==> src/rtl/vram_arbiter.sv <==
// VRAM port arbiter: readout fetches own fixed slots (counts 2 and 6), host writes
// drain through a small FIFO in free slots, host reads are single-outstanding.
module vram_arbiter #(
    parameter int ADDR_W     = 13,
    parameter int DATA_W     = 8,
    parameter int FIFO_DEPTH = 4
) (
    input  logic                          clk,
    input  logic                          nrst,
    input  logic                          active,
    input  logic [2:0]                    readoutCount,
    input  logic [ADDR_W-1:0]             readoutAddr,
    output logic [DATA_W-1:0]             readoutData,
    input  logic                          hostWrReq,
    input  logic [ADDR_W-1:0]             hostWrAddr,
    input  logic [DATA_W-1:0]             hostWrData,
    output logic                          hostWrRdy,
    input  logic                          hostRdReq,
    input  logic [ADDR_W-1:0]             hostRdAddr,
    output logic                          hostRdBusy,
    output logic                          hostRdValid,
    output logic [DATA_W-1:0]             hostRdData,
    output logic [$clog2(FIFO_DEPTH):0]   fifoLevel,
    output logic [ADDR_W-1:0]             ramAddr,
    output logic                          ramWrEn,
    output logic [DATA_W-1:0]             ramWrData,
    input  logic [DATA_W-1:0]             ramRdData
);

    localparam int PTR_W = $clog2(FIFO_DEPTH);
    localparam int LVL_W = PTR_W + 1;

    typedef enum logic [1:0] {
        RD_IDLE = 2'd0,
        RD_WAIT = 2'd1,
        RD_CAPT = 2'd2
    } rd_state_e;

    rd_state_e            rd_state_q, rd_state_d;
    logic [ADDR_W-1:0]    rd_addr_q, rd_addr_d;
    logic                 rd_valid_q, rd_valid_d;
    logic [DATA_W-1:0]    rd_data_q, rd_data_d;
    logic [PTR_W-1:0]     wr_ptr_q, wr_ptr_d;
    logic [PTR_W-1:0]     rd_ptr_q, rd_ptr_d;
    logic [LVL_W-1:0]     level_q, level_d;
    logic [ADDR_W-1:0]    fifo_addr_q [FIFO_DEPTH];
    logic [ADDR_W-1:0]    fifo_addr_d [FIFO_DEPTH];
    logic [DATA_W-1:0]    fifo_data_q [FIFO_DEPTH];
    logic [DATA_W-1:0]    fifo_data_d [FIFO_DEPTH];

    logic rsv_slot;
    logic fifo_empty;
    logic fifo_full;
    logic rd_issue;
    logic wr_pop;
    logic wr_push;

    // Slot ownership: reserved fetch, then pending read (only once writes drained), then FIFO pop
    always_comb begin
        rsv_slot   = active && ((readoutCount == 3'd2) || (readoutCount == 3'd6));
        fifo_empty = (level_q == LVL_W'(0));
        fifo_full  = (level_q == LVL_W'(FIFO_DEPTH));
        rd_issue   = !rsv_slot && (rd_state_q == RD_WAIT) && fifo_empty;
        wr_pop     = !rsv_slot && !fifo_empty && !rd_issue;
        hostWrRdy  = nrst && !fifo_full && (rd_state_q == RD_IDLE);
        wr_push    = hostWrReq && hostWrRdy;
    end

    // VRAM port mux
    always_comb begin
        ramWrEn   = nrst && wr_pop;
        ramAddr   = readoutAddr;
        ramWrData = {DATA_W{1'b0}};
        if (rd_issue) begin
            ramAddr = rd_addr_q;
        end else if (wr_pop) begin
            ramAddr   = fifo_addr_q[rd_ptr_q];
            ramWrData = fifo_data_q[rd_ptr_q];
        end else begin
            ramAddr = readoutAddr;
        end
    end

    // Write FIFO next state; pointers wrap naturally since depth is a power of two
    always_comb begin
        fifo_addr_d = fifo_addr_q;
        fifo_data_d = fifo_data_q;
        wr_ptr_d    = wr_ptr_q;
        rd_ptr_d    = rd_ptr_q;
        level_d     = level_q;
        if (wr_push) begin
            fifo_addr_d[wr_ptr_q] = hostWrAddr;
            fifo_data_d[wr_ptr_q] = hostWrData;
            wr_ptr_d              = wr_ptr_q + PTR_W'(1);
        end else begin
            wr_ptr_d = wr_ptr_q;
        end
        if (wr_pop) begin
            rd_ptr_d = rd_ptr_q + PTR_W'(1);
        end else begin
            rd_ptr_d = rd_ptr_q;
        end
        case ({wr_push, wr_pop})
            2'b10:   level_d = level_q + LVL_W'(1);
            2'b01:   level_d = level_q - LVL_W'(1);
            default: level_d = level_q;
        endcase
    end

    // Host read FSM next state
    always_comb begin
        rd_state_d = rd_state_q;
        rd_addr_d  = rd_addr_q;
        rd_valid_d = 1'b0;
        rd_data_d  = rd_data_q;
        case (rd_state_q)
            RD_IDLE: begin
                if (hostRdReq) begin
                    rd_addr_d  = hostRdAddr;
                    rd_state_d = RD_WAIT;
                end else begin
                    rd_state_d = RD_IDLE;
                end
            end
            RD_WAIT: begin
                if (rd_issue) begin
                    rd_state_d = RD_CAPT;
                end else begin
                    rd_state_d = RD_WAIT;
                end
            end
            RD_CAPT: begin
                rd_data_d  = ramRdData;
                rd_valid_d = 1'b1;
                rd_state_d = RD_IDLE;
            end
            default: rd_state_d = RD_IDLE;
        endcase
    end

    // State registers; reset discards queued writes and aborts a pending read
    always_ff @(posedge clk) begin
        if (!nrst) begin
            rd_state_q  <= RD_IDLE;
            rd_addr_q   <= {ADDR_W{1'b0}};
            rd_valid_q  <= 1'b0;
            rd_data_q   <= {DATA_W{1'b0}};
            wr_ptr_q    <= {PTR_W{1'b0}};
            rd_ptr_q    <= {PTR_W{1'b0}};
            level_q     <= {LVL_W{1'b0}};
            fifo_addr_q <= '{default: {ADDR_W{1'b0}}};
            fifo_data_q <= '{default: {DATA_W{1'b0}}};
        end else begin
            rd_state_q  <= rd_state_d;
            rd_addr_q   <= rd_addr_d;
            rd_valid_q  <= rd_valid_d;
            rd_data_q   <= rd_data_d;
            wr_ptr_q    <= wr_ptr_d;
            rd_ptr_q    <= rd_ptr_d;
            level_q     <= level_d;
            fifo_addr_q <= fifo_addr_d;
            fifo_data_q <= fifo_data_d;
        end
    end

    assign readoutData = ramRdData;
    assign hostRdBusy  = (rd_state_q != RD_IDLE);
    assign hostRdValid = rd_valid_q;
    assign hostRdData  = rd_data_q;
    assign fifoLevel   = level_q;

endmodule

==> config.mk <==
export PLATFORM = sky130hd
export DESIGN_NAME = vram_arbiter
export DESIGN_NICKNAME = d
export VERILOG_FILES = /design/src/rtl/vram_arbiter.sv
export SDC_FILE = /design/constraint.sdc
export NUM_CORES = 1
export LEC_CHECK = 0
export CAP_MARGIN = 20
export CORE_ASPECT_RATIO = 1.25
export CORE_UTILIZATION = 30
export DETAILED_ROUTE_END_ITERATION = 10
export PLACE_DENSITY_LB_ADDON = 0.15
export SETUP_SLACK_MARGIN = 0.05
export SLEW_MARGIN = 20
export SYNTH_ARGS = -nofsm -noshare
export SYNTH_HDL_FRONTEND = slang
export SYNTH_SLANG_ARGS = --single-unit
==> constraint.sdc <==
create_clock -name clk -period 6.1 [get_ports clk]
set_clock_uncertainty 0.15 [all_clocks]
set_input_delay 0.61 -clock clk [delete_from_list [all_inputs] [get_ports clk]]
set_output_delay 0.61 -clock clk [all_outputs]
set_load 0.005 [all_outputs]
# Word-level counts from Yosys, hierarchy flattened
# Cells that the tools add are included.
# W data, S select, Z words.
dict set report classes {
  addsub 4
  n_lt_le_gt_ge 3
  eq_ne 7
  mux 21
  n_bitwise 2
  n_reduce_logical 20
}
# cell count
set op_table {}
lappend op_table {{$mux W13} 5}
lappend op_table {{$bwmux W52} 1}
lappend op_table {{$mux W8} 5}
lappend op_table {{$bwmux W32} 1}
lappend op_table {{$bmux W13 S2} 1}
lappend op_table {{$demux W13 S2} 1}
lappend op_table {{$bmux W8 S2} 1}
lappend op_table {{$demux W8 S2} 1}
lappend op_table {{$logic_and A1 B1 Y1} 10}
lappend op_table {{$eq A3 B3 Y1 const B} 2}
lappend op_table {{$ge A3 B3 Y1 const B} 2}
lappend op_table {{$not A2 Y3} 2}
lappend op_table {{$pmux W3 S2} 1}
lappend op_table {{$add A2 B1 Y2 const B} 2}
lappend op_table {{$eq A2 B1 Y1 const B} 2}
lappend op_table {{$eq A2 B2 Y1 const B} 2}
lappend op_table {{$logic_not A1 Y1} 4}
lappend op_table {{$pmux W2 S2} 1}
lappend op_table {{$reduce_bool A2 Y1} 2}
lappend op_table {{$add A3 B1 Y3 const B} 1}
lappend op_table {{$eq A3 B2 Y1 const B} 1}
lappend op_table {{$logic_not A3 Y1} 1}
lappend op_table {{$lt A3 B1 Y1 const B} 1}
lappend op_table {{$sub A3 B1 Y3 const B} 1}
lappend op_table {{5 further kinds} 6}
dict set report totals {
  ff_bits 115
  input_bits 63
  wordCells 72
}

# Depth between registers and ports, before layout
# Gate-level depths: netlist of run 1.
dict set report logic_depth {
  ltp_word 10
  depth_mapped 10
  ltp_nobuf 8
}

# Worst setup path before layout of run 1
# Ideal clock, no wire load.
dict set report synth_path {
  path_type {input -> register}
  start {input nrst}
  end {register level_q[2] (netlist: fifoLevel[2])}
  setup_ns 0.070
  t_arrival_ns 2.385
  t_required_ns 5.880
  setup_slack_ns 3.494
  cell_stages 10
  n_path_buf 2
  path_cell_list {buf_2 -> and4bb_2 -> clkbuf_1 -> nand2_1 -> ha_1 -> inv_1 -> fa_1 -> xor2_1 -> or3_1 -> a21oi_1}
}
dict set report synth_between {
  elab_chain_cells 5
  word_cells_on_any_way 7
  cone_classes {2 x eq/ne; 1 x mux; 4 x reduce/logical}
}
# element line
set synth_lines {}
lappend synth_lines {{from (decl)} 9} ;# input logic nrst,
lappend synth_lines {{$logic_and A1 B1 Y1 (2 in a row)} 65} ;# hostWrRdy = nrst && !fifo_full && (rd_state_q == RD_IDLE);
lappend synth_lines {{$logic_and A1 B1 Y1} 66} ;# wr_push = hostWrReq && hostWrRdy;
lappend synth_lines {{$eq A2 B1 Y1 or $eq A2 B2 Y1 (tied branches)} 103} ;# case ({wr_push, wr_pop})
lappend synth_lines {{$pmux W3 S2 or $reduce_bool A2 Y1 (tied branches)} n/a}
lappend synth_lines {{to (signal assigned)} 150} ;# level_q <= {LVL_W{1'b0}};
lappend synth_lines {{to (signal assigned)} 160} ;# level_q <= level_d;
lappend synth_lines {{to (decl)} 45} ;# logic [LVL_W-1:0] level_q, level_d;
# Parallel ways exist; a longest one is shown, timed or not.
# A chain may end at the register's enable or synchronous reset.

# Worst setup path in the final report of run 1
dict set report layout_path {
  start {register rd_state_q[0]}
  end {output ramAddr[3]}
}
dict set report layout_between {
  elab_chain_cells 7
}
# element line
set layout_lines {}
lappend layout_lines {{from (decl)} 39} ;# rd_state_e rd_state_q, rd_state_d;
lappend layout_lines {{from (signal assigned)} 154} ;# rd_state_q <= rd_state_d;
lappend layout_lines {{$eq A2 B1 Y1 (*)} 63} ;# rd_issue = !rsv_slot && (rd_state_q == RD_WAIT) && fifo_empty;
lappend layout_lines {{$logic_and A1 B1 Y1 (*) (2 in a row)} 63}
lappend layout_lines {{$logic_not A1 Y1} 64} ;# wr_pop = !rsv_slot && !fifo_empty && !rd_issue;
lappend layout_lines {{$logic_and A1 B1 Y1} 64}
lappend layout_lines {{$mux W13} 76} ;# end else if (wr_pop) begin
lappend layout_lines {{$mux W13 (*)} 74} ;# if (rd_issue) begin
lappend layout_lines {{to (decl)} 24} ;# output logic [ADDR_W-1:0] ramAddr,
# Mark *: on every way between the ends. The rest lies on a longest branch, timed or not.

==> results of run 1 <==
## kinds of logic after synthesis
kind of cell	Yosys count	synth area share, %
buf+inv	63	5.856
compound gates	58	5.927
flops	115	43.45
simple gates	215	18.09
fa+ha+maj	6	1.558
mux	105	24.79
xor+xnor	2	0.3306
## layer usage
metal | GRT usage [%] | up-vias | share of wire (%)
met5 | 0 | - | 0
met4 | 4.568 | 0 | 0.71
met3 | 4.621 | 8 | 5.2
met2 | 25.63 | 114 | 47
met1 | 21.08 | 1970 | 47
li1 | - | 2111 | -
## power groups by stage
stage          sequential (uW)  combinational [uW]  clock (uW)
3_3_place_gp               852                 723           0
3_5_place_dp               855                 731           0
6_report                   839                 728        1060
2_1_floorplan              843                 418           0
4_1_cts                    839                 737        1080
5_1_grt                    847                 796        1120
## layout make-up
cell class                 instances  area share [%]
multi-input combinational        386           38.06
sequential                       115           32.60
tap                              220           3.898
timing repair buffer             115           16.16
clock buffer                      23           6.768
inverter                           7          0.3721
clock inverter                     9           2.144
## metrics by stage
stage | utilization (%) | cells | setup WS, ns | cell area, sq um
floorplan | - | 564 | 3.494 | 5299
global placement | 37.57 | 842 | 2.319 | 6404
detailed placement | 37.57 | 842 | 2.308 | 6404
CTS | 41.27 | 874 | 2.293 | 7033
global route | 41.44 | 875 | 2.327 | 7062
finish | 41.44 | 875 | 2.425 | 7062
## Yosys cell counts (all sizes together), types with 2 or more instances
cell / count
a21o: 2
a21oi: 27
a31oi: 13
and3: 8
buf: 23
clkbuf: 33
dfxtp: 115
ha: 5
inv: 7
mux2i: 84
mux4: 21
nand2: 148
nand3: 20
nor2: 7
nor3: 2
nor3b: 2
nor4: 15
o21ai: 15
or3: 3
or3b: 2
xor2: 2
## registers in the layout, summed over array words and instances (netlist names)
name,count
hostRdData,8
fifo_data_q,32
fifoLevel,3
rd_addr_q,13
hostRdValid,1
rd_state_q,2
rd_ptr_q,2
wr_ptr_q,2
fifo_addr_q,52
## worst reg2reg max path, stage by stage, from the launching register on
cell	delay, ns
dfxtp_1	0.81
and4bb_2	0.39
nand2_1	0.09
ha_1	0.18
inv_1	0.07
fa_1	0.38
xor2_1	0.17
or3_1	0.30
a21oi_1	0.14
## worst paths after layout
| check | from | to | slack (ns) |
|---|---|---|---|
| min | hostRdData[3]$_SDFFE_PN0P_ | hostRdData[3]$_SDFFE_PN0P_ | 0.30 |
| max | rd_state_q[0]$_SDFF_PN0_ | ramAddr[3] | 2.42 |
| min reg2reg | hostRdData[3]$_SDFFE_PN0P_ | hostRdData[3]$_SDFFE_PN0P_ | 0.30 |
| max reg2reg | rd_state_q[1]$_SDFF_PN0_ | fifoLevel[2]$_SDFFE_PN0P_ | 3.33 |
==> summary.txt, run 1 <==
Status: finished clean
Cell taking the most area after synthesis: dfxtp_1
Synth area leaders: dfxtp_1 (43%), mux2i_1 (16%), nand2_1 (10%), mux4_2 (8.9%), a21oi_1 (2.6%)
Share of the synthesized area in the top cell type: 43.45%
First-pass GRT wire length: 22490 um
VDD IR max: 0.1940 mV
Min Hold Slack: 0.3014 ns
H-tree Lvls: 4
Nets: 711
Share of layout cells above drive strength 1: 10.23%
Int Pwr: 1872 uW
Final Cycle Share: 60.25%
Switch Pwr: 750.8 uW
Commonest non-fill, non-tap cell in the layout: nand2_1
Starting density of the core: 31.09%
Sw Ratio: 28.62%
Max-cap violations: 0
Clock Tree Buf Depth: 2
Clock power frac: 40.2%
Sequential power share: 32.0%
DRT Pass-1 Iters: 4
Initial antenna violation count: 0
GRT Overall Usage: 16.09%
Worst path depth: 4
Most frequent cells in the layout: nand2_1 (148), dfxtp_1 (115), clkdlybuf4s50_1 (104)
Syn nets: 633
FF+latch area: 0.002302 sq mm
IO Count: 107
Worst-margin pin slew: 1.045 ns
Largest stage delay, worst path: 0.77 ns
Crit Path Max Fanout: 16
Worst-path cell chain: or4b_1, or3_4, a31oi_1, clkdlybuf4s50_1
Port Buffers: 105
Gate power share: 27.8%
GR Overflow Total: 0
CTS Buf Count: 17
Row count: 53
Most common flop cell mapped by yosys: dfxtp_1
Yosys warns: 0
Crit path buf inv count: 1
Iter 0 DRT Violations: 266
N_diodes: 0
Drc violations: 0
Pwr dens: 371.4 mW/mm^2
Setup tns final: 0 ns
Hold_buf cts: 0
Register area share after synthesis: 43.45%
Slew HR: 30.37%
Die Area: 0.01820 sq mm
Min-delay worst type: reg -> reg
RSZ-0062 raised after global routing: false
DR WL/cell: 15.83 um
Cell family with most CP delay: simple AND/OR/NAND/NOR gates
Footprint of the multi-input gates: 0.002688 sq mm
Avg Inst Size Synth: 9.395 sq um
Achievable Freq: 272.1 MHz
Final Hold Vio Count: 0
DP HPWL: 8968 um
Root Driver: clkbuf_16
ANT nets after route: 0
Critical path capture point type: output pin
Min cycle time layout: 3.675 ns
Fillers: 1678
Hold Crit Depth: 2
Pins over their slew limit: 0
CORE AREA: 0.01704 sq mm
Worst skew pair latency: 0.41 ns
Number of global-route vias before repair: 4279
Total Wirelength: 13850 um
Largest net degree at the start of global routing: 107
Post-synth EDFFs: 0
Mapped Cells: 564
Vias per inst: 4.803
Finish-stage setup viols: 0
Buffer count from post-CTS setup fixing: 0
CP Class: reg -> out
Worst EP arrival: 2.92 ns
PostCTS Resize Cnt: 0
Yosys reg bits: 115
P_leak: 0.003055 uW
CP required: 5.34 ns
Critical Path Slowest Stage Cell: or4b_1
Reg2Reg Depth: 8
Die W: 120.9 um
Mapped Area: 0.005299 sq mm
Area Growth Syn to Fin: 33.27%
Synth cell types: 36
Setup crit start kind: flip-flop
Total power: 2623 uW
Gpl congestion: 0.7683
Via count: 4203
CTS tree: yes
Async S/R FF share, synth: 0%
Die height: 150.6 um
Clock Pin Slew Worst Setup and Hold Paths: 0.05 ns
Clock tree sinks: 115
No activity file was read; power rests on OpenSTA's default activity.
==> inputs of run 2 (changes only) <==
==> constraint.sdc (replaced) <==
create_clock -name clk -period 3.24 [get_ports clk]
set_clock_uncertainty 0.15 [all_clocks]
set_input_delay 0.324 -clock clk [delete_from_list [all_inputs] [get_ports clk]]
set_output_delay 0.324 -clock clk [all_outputs]
set_load 0.005 [all_outputs]
==> summary.txt, run 2 (same netlist as run 1, synthesis figures left out) <==
Crit Path Max Fanout: 13 (-3)
CTS Buf Count: 17 (unchanged)
Largest net degree at the start of global routing: 106 (-0.93%)
Vias per inst: 4.898 (+2.0%)
Share of layout cells above drive strength 1: 10.93% (+0.70 points)
Setup crit start kind: flip-flop
Setup tns final: 0 ns (unchanged)
ANT nets after route: 0 (unchanged)
Initial antenna violation count: 0 (unchanged)
Slew HR: 30.26% (-0.10 points)
DP HPWL: 9116 um (+1.6%)
Min cycle time layout: 3.023 ns
Final Cycle Share: 93.29%
Drc violations: 0 (unchanged)
GRT Overall Usage: 15.98% (-0.10 points)
Die height: 150.6 um (unchanged)
Nets: 718 (+0.98%)
Pwr dens: 682.9 mW/mm^2 (+84%)
Worst skew pair latency: 0.41 ns (about the same)
CP required: 2.77 ns (-2.57 ns)
Dpl ws: 0.4344 ns (-1.873 ns)
Hold_buf cts: 0 (unchanged)
Crit path buf inv count: 1 (unchanged)
CORE AREA: 0.01704 sq mm (unchanged)
Clock Tree Buf Depth: 2 (unchanged)
Most Crowded Layer GR: met2
M1 GR Usage: 20.14% (-0.94 points)
CP Class: reg -> out
Clock Pin Slew Worst Setup and Hold Paths: 0.05 ns (about the same)
Achievable Freq: 330.8 MHz
DP Cell Count: 850 (+0.95%)
Port Buffers: 105 (unchanged)
Worst-margin pin slew: 1.046 ns (+0.001565 ns)
Iter 0 DRT Violations: 247 (-7.1%)
Total Wirelength: 13960 um (+0.77%)
CTS tree: yes
Max-cap violations: 0 (unchanged)
Max FFs per register: 52 (unchanged)
DRT Pass-1 Iters: 5 (+1)
M3 GR Usage: 4.015% (-0.61 points)
H-tree Lvls: 4 (unchanged)
Worst-path cell chain: or4b_1, or3_4, a31oi_1, clkdlybuf4s50_1
Status: finished clean
Starting density of the core: 31.09% (unchanged)
N_diodes: 0 (unchanged)
Total power: 4810 uW (+83%)
Critical path capture point type: output pin
Most frequent cells in the layout: nand2_1 (148), dfxtp_1 (114), clkdlybuf4s50_1 (104)
Critical Path Slowest Stage Cell: or4b_1
Setup WS post-layout: 0.2175 ns (-2.207 ns)
Fillers: 1648 (-1.8%)
Met2 usage: 25.97% (+0.34 points)
Final std cells w/o fill: 879 (+0.46%)
Die W: 120.9 um (unchanged)
Area Growth Syn to Fin: 32.94%
Largest stage delay, worst path: 0.55 ns (-0.22 ns)
Root Driver: clkbuf_16
Die Area: 0.01820 sq mm (unchanged)
First-pass GRT wire length: 22250 um (-1.1%)
Commonest non-fill, non-tap cell in the layout: nand2_1
Cell family with most CP delay: simple AND/OR/NAND/NOR gates
Row count: 53 (unchanged)
Biggest regs: fifo_addr_q x52, fifo_data_q x32, rd_addr_q x13
RSZ-0062 raised after global routing: false
Worst EP arrival: 2.55 ns (-0.37 ns)
Clock tree sinks: 115 (unchanged)
Finish-stage setup viols: 0 (unchanged)
Buffer count from post-CTS setup fixing: 0 (unchanged)
Min-delay worst type: in -> reg
Largest Register: fifo_addr_q
Gpl congestion: 0.7890 (+2.7%)
Via count: 4305 (+2.4%)
Number of global-route vias before repair: 4309 (+0.70%)
Final Hold Vio Count: 0 (unchanged)
Pins over their slew limit: 0 (unchanged)
GR Overflow Total: 0 (unchanged)
IO Count: 107 (unchanged)
DR WL/cell: 15.88 um (+0.31%)
P_leak: 0.003058 uW (about the same)
VDD IR max: 0.3879 mV (+100%)
run 2: worst register-to-register path: stages, from the launching register on:
cell and delay (ns):
dfxtp_1 0.41, or3b_2 0.59, nand2_1 0.11, ha_1 0.19, inv_1 0.06, fa_1 0.37, xor2_1 0.17, or3_1 0.31
a21oi_1 0.17
run 2: worst paths after layout:
path	end	slack, ns	depth (start not counted)	from
max	ramAddr[9]	0.22	4	fifoLevel[0]$_SDFFE_PN0P_
max reg2reg	fifoLevel[2]$_SDFFE_PN0P_	0.64	8	fifoLevel[2]$_SDFFE_PN0P_
min	hostRdValid$_SDFF_PN0_	0.20	3	nrst
min reg2reg	fifo_data_q[15]$_SDFFE_PN0P_	0.30	2	fifo_data_q[15]$_SDFFE_PN0P_
run 2: area by class of cell:
| type | instances | area (sq um) | area share [%] |
|---|---|---|---|
| Tap cell | 220 | 275.3 | 3.908 |
| Clock buffer | 25 | 505.5 | 7.176 |
| Sequential cell | 115 | 2303 | 32.70 |
| Multi-Input combinational cell | 386 | 2688 | 38.15 |
| Clock inverter | 4 | 72.57 | 1.030 |
| Inverter | 7 | 26.28 | 0.3730 |
| Timing Repair Buffer | 122 | 1174 | 16.66 |
run 2: timing repair:
item	in CTS	in global routing
pin swaps	0	0
hold endpoints to repair	0	0
setup endpoints to repair	1	6
gates resized for setup	1	1
run 2: routing by layer:
metal | vias up | part of all wire (%) | wire (um)
li1 | 2119 | - | -
met1 | 2035 | 46 | 6453
met2 | 127 | 46 | 6395
met3 | 24 | 6.1 | 849
met4 | 0 | 1.9 | 262
met5 | - | 0 | 0
run 2: power by group:
part / switching [uW] / internal (uW) / leakage [uW]
Combinational: 687 / 690 / 0.00184
Clock: 619 / 1220 / 0.000281
Sequential: 87.0 / 1510 / 0.000932
run 2: stage by stage:
stage	area [sq um]	hold slack, ns	util (%)
2_1_floorplan	5299	0.2853	-
3_3_place_gp	6464	0.2917	37.93
3_5_place_dp	6464	0.2983	37.93
4_1_cts	7043	0.1852	41.33
5_1_grt	7044	0.2266	41.33
6_report	7044	0.1950	41.33
